[src/rtl/bs_dat_rnd_sat_pipe_pkg.sv]
// Shared constants for the barrel-shift / round / saturate pipeline:
// config byte field positions and output clamp values.
package bs_dat_rnd_sat_pipe_pkg;

  localparam int CFG_SH_LSB = 0;
  localparam int CFG_SH_W   = 6;
  localparam int CFG_RND    = 6;
  localparam int CFG_SAT    = 7;

  // Clamp extremes returned in a wide word; callers slice off the low w bits.
  function automatic logic [63:0] out_max(input int w);
    return (64'd1 << (w - 1)) - 64'd1;
  endfunction

  function automatic logic [63:0] out_min(input int w);
    return 64'd1 << (w - 1);
  endfunction

endpackage

[src/rtl/bs_dat_rnd_sat_pipe_if.sv]
// Input and output beat channels of the pipeline. Both channels use
// valid/ready semantics: a beat moves on a clock edge where *_req & *_ack.
interface bs_dat_rnd_sat_pipe_if #(
  parameter int IN_W  = 36,
  parameter int OUT_W = 16,
  parameter int LANES = 2
);
  logic [LANES*IN_W-1:0]  t_0_dat;
  logic [7:0]             t_cfg_dat;
  logic                   t_0_req;
  logic                   t_0_ack;
  logic [LANES*OUT_W-1:0] i_0_dat;
  logic [LANES-1:0]       i_0_sat;
  logic                   i_0_req;
  logic                   i_0_ack;

  modport master (
    output t_0_dat, t_cfg_dat, t_0_req, i_0_ack,
    input  t_0_ack, i_0_dat, i_0_sat, i_0_req
  );

  modport slave (
    input  t_0_dat, t_cfg_dat, t_0_req, i_0_ack,
    output t_0_ack, i_0_dat, i_0_sat, i_0_req
  );
endinterface

[src/rtl/bs_rnd_sat_lane.sv]
// One lane of the datapath: stage 1 registers the rounded word, stage 2
// registers the shifted, optionally clamped sample and its overflow flag.
module bs_rnd_sat_lane
  import bs_dat_rnd_sat_pipe_pkg::*;
#(
  parameter int IN_W  = 36,
  parameter int OUT_W = 16
) (
  input  logic                clk,
  input  logic                reset,
  input  logic                e1,
  input  logic                e2,
  input  logic [IN_W-1:0]     data,
  input  logic [CFG_SH_W-1:0] sh,
  input  logic                round_en,
  input  logic [CFG_SH_W-1:0] sh_s2,
  input  logic                sat_en,
  output logic                ovf,
  output logic [OUT_W-1:0]    out
);
  localparam logic [IN_W:0]  ONE   = 1;
  localparam logic [63:0]    MAX64 = out_max(OUT_W);
  localparam logic [63:0]    MIN64 = out_min(OUT_W);
  localparam logic [OUT_W-1:0] MAXV = MAX64[OUT_W-1:0];
  localparam logic [OUT_W-1:0] MINV = MIN64[OUT_W-1:0];

  logic [IN_W:0]        rnd;
  logic signed [IN_W:0] r_d, r_q, s;
  logic                 ovf_d;
  logic [OUT_W-1:0]     out_d;

  always_comb begin
    rnd = '0;
    if (round_en && sh != '0) rnd = ONE << (sh - 1'b1);
    // One extra bit of headroom so adding the half-LSB cannot overflow.
    r_d = $signed({data[IN_W-1], data}) + $signed(rnd);
    s = r_q >>> sh_s2;
    // Fits in OUT_W bits iff every bit above the output sign bit matches it.
    ovf_d = (s[IN_W:OUT_W-1] != '0) && (s[IN_W:OUT_W-1] != '1);
    out_d = s[OUT_W-1:0];
    if (sat_en && ovf_d) out_d = s[IN_W] ? MINV : MAXV;
  end

  always_ff @(posedge clk) begin
    if (reset) begin
      r_q <= '0;
      ovf <= 1'b0;
      out <= '0;
    end else begin
      if (e1) r_q <= r_d;
      if (e2) begin
        ovf <= ovf_d;
        out <= out_d;
      end
    end
  end
endmodule

[src/rtl/bs_dat_rnd_sat_pipe.sv]
// Two-stage multi-lane round / shift / saturate pipeline with flow control
// and a saturating count of delivered beats that overflowed.
module bs_dat_rnd_sat_pipe
  import bs_dat_rnd_sat_pipe_pkg::*;
#(
  parameter int IN_W  = 36,
  parameter int OUT_W = 16,
  parameter int LANES = 2,
  parameter int CNT_W = 16
) (
  input  logic             clk,
  input  logic             reset,
  bs_dat_rnd_sat_pipe_if.slave bus,
  input  logic             clr_cnt,
  output logic [CNT_W-1:0] sat_cnt
);
  localparam logic [CFG_SH_W-1:0] SH_MAX = CFG_SH_W'(IN_W - 1);

  logic                   v1, v2, e1, e2, ld1, ld2, sat_ev;
  logic [CFG_SH_W-1:0]    cfg_sh, sh, sh2;
  logic                   sat2;
  logic [LANES*OUT_W-1:0] dat_q;
  logic [LANES-1:0]       ovf_q;

  // A stage may load when it is empty or its content is leaving this cycle.
  assign e2  = !v2 || bus.i_0_ack;
  assign e1  = !v1 || e2;
  assign ld1 = e1 && bus.t_0_req && !reset;
  assign ld2 = e2 && v1;

  assign bus.t_0_ack = e1 && !reset;
  assign bus.i_0_req = v2;
  assign bus.i_0_dat = dat_q;
  assign bus.i_0_sat = ovf_q;

  assign cfg_sh = bus.t_cfg_dat[CFG_SH_LSB +: CFG_SH_W];
  assign sh     = (cfg_sh > SH_MAX) ? SH_MAX : cfg_sh;
  assign sat_ev = v2 && bus.i_0_ack && (|ovf_q);

  always_ff @(posedge clk) begin
    if (reset) begin
      v1      <= 1'b0;
      v2      <= 1'b0;
      sh2     <= '0;
      sat2    <= 1'b0;
      sat_cnt <= '0;
    end else begin
      if (e1) v1 <= bus.t_0_req;
      if (e2) v2 <= v1;
      if (ld1) begin
        sh2  <= sh;
        sat2 <= bus.t_cfg_dat[CFG_SAT];
      end
      if (clr_cnt)
        sat_cnt <= sat_ev ? CNT_W'(1) : '0;
      else if (sat_ev && sat_cnt != '1)
        sat_cnt <= sat_cnt + 1'b1;
    end
  end

  for (genvar k = 0; k < LANES; k++) begin : g_lane
    bs_rnd_sat_lane #(.IN_W(IN_W), .OUT_W(OUT_W)) u_lane (
      .clk      (clk),
      .reset    (reset),
      .e1       (ld1),
      .e2       (ld2),
      .data     (bus.t_0_dat[k*IN_W +: IN_W]),
      .sh       (sh),
      .round_en (bus.t_cfg_dat[CFG_RND]),
      .sh_s2    (sh2),
      .sat_en   (sat2),
      .ovf      (ovf_q[k]),
      .out      (dat_q[k*OUT_W +: OUT_W])
    );
  end
endmodule
[src/flat_wrapper.sv]
// flat-port wrapper written by rule: the top's interface ports become plain ports
module bs_dat_rnd_sat_pipe_flat import bs_dat_rnd_sat_pipe_pkg::*;
#(
  parameter int IN_W  = 36,
  parameter int OUT_W = 16,
  parameter int LANES = 2,
  parameter int CNT_W = 16
)
  (clk, reset, clr_cnt, sat_cnt, bus_t_0_dat, bus_t_cfg_dat, bus_t_0_req, bus_i_0_ack, bus_t_0_ack, bus_i_0_dat, bus_i_0_sat, bus_i_0_req);
  bs_dat_rnd_sat_pipe_if #(.IN_W(IN_W), .OUT_W(OUT_W), .LANES(LANES)) bus_i ();
  input  logic clk;
  input  logic reset;
  input  logic clr_cnt;
  output logic [CNT_W-1:0] sat_cnt;
  input wire logic [$bits(bus_i.t_0_dat)-1:0] bus_t_0_dat;
  input wire logic [$bits(bus_i.t_cfg_dat)-1:0] bus_t_cfg_dat;
  input wire logic [$bits(bus_i.t_0_req)-1:0] bus_t_0_req;
  input wire logic [$bits(bus_i.i_0_ack)-1:0] bus_i_0_ack;
  output wire logic [$bits(bus_i.t_0_ack)-1:0] bus_t_0_ack;
  output wire logic [$bits(bus_i.i_0_dat)-1:0] bus_i_0_dat;
  output wire logic [$bits(bus_i.i_0_sat)-1:0] bus_i_0_sat;
  output wire logic [$bits(bus_i.i_0_req)-1:0] bus_i_0_req;
  assign bus_i.t_0_dat = bus_t_0_dat;
  assign bus_i.t_cfg_dat = bus_t_cfg_dat;
  assign bus_i.t_0_req = bus_t_0_req;
  assign bus_i.i_0_ack = bus_i_0_ack;
  assign bus_t_0_ack = bus_i.t_0_ack;
  assign bus_i_0_dat = bus_i.i_0_dat;
  assign bus_i_0_sat = bus_i.i_0_sat;
  assign bus_i_0_req = bus_i.i_0_req;
  bs_dat_rnd_sat_pipe #(.IN_W(IN_W), .OUT_W(OUT_W), .LANES(LANES), .CNT_W(CNT_W)) u_core (.clk(clk), .reset(reset), .bus(bus_i), .clr_cnt(clr_cnt), .sat_cnt(sat_cnt));
endmodule
[config.mk]
export PLATFORM = sky130hd
export DESIGN_NAME = bs_dat_rnd_sat_pipe_flat
export DESIGN_NICKNAME = d
export VERILOG_FILES = /design/src/rtl/bs_dat_rnd_sat_pipe_pkg.sv /design/src/rtl/bs_dat_rnd_sat_pipe_if.sv /design/src/rtl/bs_rnd_sat_lane.sv /design/src/rtl/bs_dat_rnd_sat_pipe.sv /design/src/flat_wrapper.sv
export SDC_FILE = /design/constraint.sdc
export NUM_CORES = 1
export LEC_CHECK = 0
export BUFFER_PORTS_ARGS = -buffer_cell sky130_fd_sc_hd__buf_4
export CORE_AREA = 2 2 168 170
export DETAILED_ROUTE_END_ITERATION = 7
export DIE_AREA = 0 0 170 172
export GPL_TIMING_DRIVEN = 0
export PLACE_DENSITY = 0.77
export RECOVER_POWER = 50
export SYNTH_ARGS = -nofsm -noshare
export SYNTH_HDL_FRONTEND = slang
export SYNTH_HIERARCHICAL = 1
export SYNTH_SLANG_ARGS = --single-unit
[constraint.sdc]
create_clock -name clk -period 5.1 [get_ports clk]
set_input_delay 1.02 -clock clk [delete_from_list [all_inputs] [get_ports clk]]
set_output_delay 1.02 -clock clk [all_outputs]
set_load 0.02 [all_outputs]
==> out/results.txt <==
Final setup viols - 0
most used cell, CP - buf_4
initial core utilization - 55.3%
status - complete, no violations
ys flop type - dfxtp_1
global-route wire length before repair - 77300 um
placed wire-length estimate - 38100 um
top area cells in the synthesized netlist - dfxtp_1 18%, mux4_2 11%, mux2i_1 7.0%, ha_1 6.3%, nor2_1 5.9%
area share of the largest cell type after synthesis - 17.5%
HP Class - reg -> reg
io pins - 137
Final GP Congestion - 0.961
clock sinks - 133
worst hold slack - 0.480 ns
most frequent cell after synthesis - nor2_1
leakage - 0.00698 uW
# rows - 61
Final Skew - 0.0143 ns
crit path capture type - register
CP required - 5.42 ns
critical-path cell list - buf_4 -> o31ai_4 -> nand2b_4 -> buf_4 -> nor4_4 -> buf_4 -> xnor2_1 -> nand3b_1 -> buf_6 -> nor2_1 -> ha_1 -> fa_2 -> a21oi_2 -> nand4b_1 -> a21oi_2 -> o31ai_2 -> buf_4 -> a211oi_4 -> o31a_1 -> nor2_1 -> or4_1 -> o311ai_0
Worst path max stage delay - 0.38 ns
drt drc - 0
1st-pass router iterations - 5
fin crit share - 99.0%
number of DRC markers in iteration 0 - 1737
asr flop ratio synth - 0%
Setup crit start kind - input pin
FF-to-FF path depth - 11
sequential element share of the synthesized area - 17.5%
Layout area overhead - 15.5%
Max Transition Viols Final - 0
max-cap violations - 0
total die area - 29200 um2
Core Area - 27500 um2
total grt overflow - 0
R2R setup slack - 1.42 ns
WL/cell - 20.5 um
crit path kind - in -> reg
Num CTS Buffers - 17
clk_lat worst skew - 0.44 ns
crit path DAT - 5.37 ns
average cell area after synthesis - 8.07 um2
Clock Tree Root - clkbuf_16
CP Capture Point - u_core/g_lane[1].u_lane/r_q[34]$_SDFFE_PP0P_
die height - 172 um
layout cells sized above 1 - 18.6%
Tightest Pin Transition - 1.40 ns
Worst Setup SP - bus_t_cfg_dat[3]
initial antenna violation count - 0
Via density - 6.62
P per Cell Area - 202 nW/um2
count of different cell masters after synthesis - 102
clock-pin slew on the worst setup and hold paths - 0.05 ns
pin count of the biggest net entering global routing - 18
number of synthesized flops with an enable pin - 0
reg2reg end - u_core/g_lane[1].u_lane/out[1]$_SDFFE_PP0P_
total routed wirelength - 49500 um
CTS tree - built
Yosys reg bits - 133
RSZ-0062 raised after global routing - true
Max stage delay cell, worst path - or4_1
Clock Path Buffers - 2
Final nets - 2214
commonest cells in the netlist - 239 x nor2_1, 165 x nand2_1, 133 x dfxtp_1
RR Startpoint - u_core/sh2[2]$_SDFFE_PP0P_
post-synthesis net count - 2046
vias in the first global route - 14500
n_diodes - 0
Max-Slew Margin vs Limit - 5.87%
Final TNS setup - 0 ns
Yosys warnings - 6
crit path time final - 5.05 ns
GRT Resource Usage Total - 33.0%
PortBufs - 136
H-tree levels - 4
Final Hold Viols - 0
Synth Cell Area - 15200 um2
cell taking the most area after synthesis - dfxtp_1
Die X - 170 um
Syn Inst Count - 1882
cts hold-fix bufs - 0
ANT nets after route - 0
Peak VDD IR - 0.000171 V
vias post-DR - 15900
crit-path max FO - 10
fmax - 198 MHz
[cell families after synthesis]
group | Yosys count | synth area share [%]
simple gates | 715 | 23.1
xor+xnor | 44 | 2.54
mux | 219 | 21.3
buf+inv | 176 | 5.37
flops | 133 | 17.5
compound gates | 516 | 23.5
fa+ha+maj | 79 | 6.61
[layout by cell type (no fill, tap or decap), drive strengths merged, types with 9 or more instances in the layout]
master | synthesis | routed
o21a | 20 | 20
dfxtp | 133 | 133
a221o | 11 | 11
a21oi | 122 | 122
a311oi | 10 | 10
clkbuf | 77 | 138
nor2 | 239 | 239
o311ai | 10 | 10
nand3 | 62 | 62
xnor2 | 29 | 29
nand3b | 16 | 16
nand4 | 21 | 21
o21bai | 14 | 14
o221ai | 9 | 9
ha | 77 | 77
clkinv | 4 | 9
a211oi | 33 | 33
nor4 | 32 | 32
o211ai | 17 | 17
o21ai | 88 | 88
mux4 | 77 | 77
nand2 | 165 | 165
a31oi | 19 | 19
and2 | 19 | 19
nand2b | 15 | 15
or2 | 14 | 14
or3 | 28 | 28
xor2 | 15 | 15
o31ai | 18 | 18
a221oi | 9 | 9
a211o | 10 | 10
mux2 | 35 | 35
buf | 49 | 157
a21o | 42 | 42
inv | 46 | 46
and3 | 18 | 18
o22ai | 14 | 14
nor2b | 26 | 26
nor3 | 33 | 33
mux2i | 107 | 107
[what timing repair did]
item / in CTS / in global routing
endpoints found under the setup margin: 46 / 34
resized for setup: 24 / 56
setup buffers: 11 / 13
pin swaps: 6 / 19
[routing by layer]
metal	wire, um	track usage (%)
met5	0	0
met4	1430	12.4
met3	3810	4.23
met2	21700	50.5
met1	22600	47.4
[stage by stage]
stage	instances	worst slack (ns)	instance area, um2	total power (uW)	utilization [%]
floorplan	1882	-0.0402	15200	1880	-
finish	2409	0.0528	17500	3540	63.8
detailed placement	2364	-1.05	16700	2200	60.7
CTS	2405	0.00757	17500	3520	63.6
global route	2409	-0.129	17500	3670	63.8
global placement	2364	-1.01	16700	2180	60.7
[critical path: cells and delay by family]
family	cells	cell delay, ns
adder cells (fa/ha/maj)	2	0.50
XOR/XNOR	1	0.13
AO/OA/AOI/OAI	7	1.36
buffers and inverters	5	0.83
AND/OR/NAND/NOR	7	1.51
[flip-flops by register name, indices dropped and copies added (netlist names)]
signal and flops:
u_core/g_lane.u_lane/out 32, u_core/sh2 6, u_core/g_lane.u_lane/ovf 2, u_core/g_lane.u_lane/r_q 74
u_core/bus.i_0_req 1, u_core/sat2 1, u_core/sat_cnt 16, u_core/v1 1
[power by group]
| part | switching, uW | total, uW | internal [uW] |
|---|---|---|---|
| clock network | 484 | 1310 | 830 |
| registers | 64.8 | 1160 | 1090 |
| logic | 621 | 1060 | 443 |
| total | 1170 | 3540 | 2370 |
[area by class of cell]
cell class              instances  area, um2
inverters                      50        188
clock inverters                12        179
flip-flops and latches        133       2660
clock buffers                  20        447
plain buffers                 115        596
multi-input cells            1573      12000
repair buffers                160       1000
fillers                      2414       9940
well taps                     346        433
[worst min-delay path by stage]
stage	startpoint	endpoint	slack [ns]	depth (start not counted)
global placement	u_core/g_lane[0].u_lane/r_q[11]$_SDFFE_PP0P_	u_core/g_lane[0].u_lane/r_q[11]$_SDFFE_PP0P_	0.47	2
floorplan	u_core/g_lane[0].u_lane/r_q[11]$_SDFFE_PP0P_	u_core/g_lane[0].u_lane/r_q[11]$_SDFFE_PP0P_	0.45	2
detailed placement	u_core/g_lane[1].u_lane/out[12]$_SDFFE_PP0P_	u_core/g_lane[1].u_lane/out[12]$_SDFFE_PP0P_	0.48	2
CTS	u_core/g_lane[1].u_lane/out[12]$_SDFFE_PP0P_	u_core/g_lane[1].u_lane/out[12]$_SDFFE_PP0P_	0.48	2
finish	u_core/g_lane[1].u_lane/out[12]$_SDFFE_PP0P_	u_core/g_lane[1].u_lane/out[12]$_SDFFE_PP0P_	0.48	2
global route	u_core/g_lane[0].u_lane/out[3]$_SDFFE_PP0P_	u_core/g_lane[0].u_lane/out[3]$_SDFFE_PP0P_	0.50	2
Power figures use the tool's default switching activity.
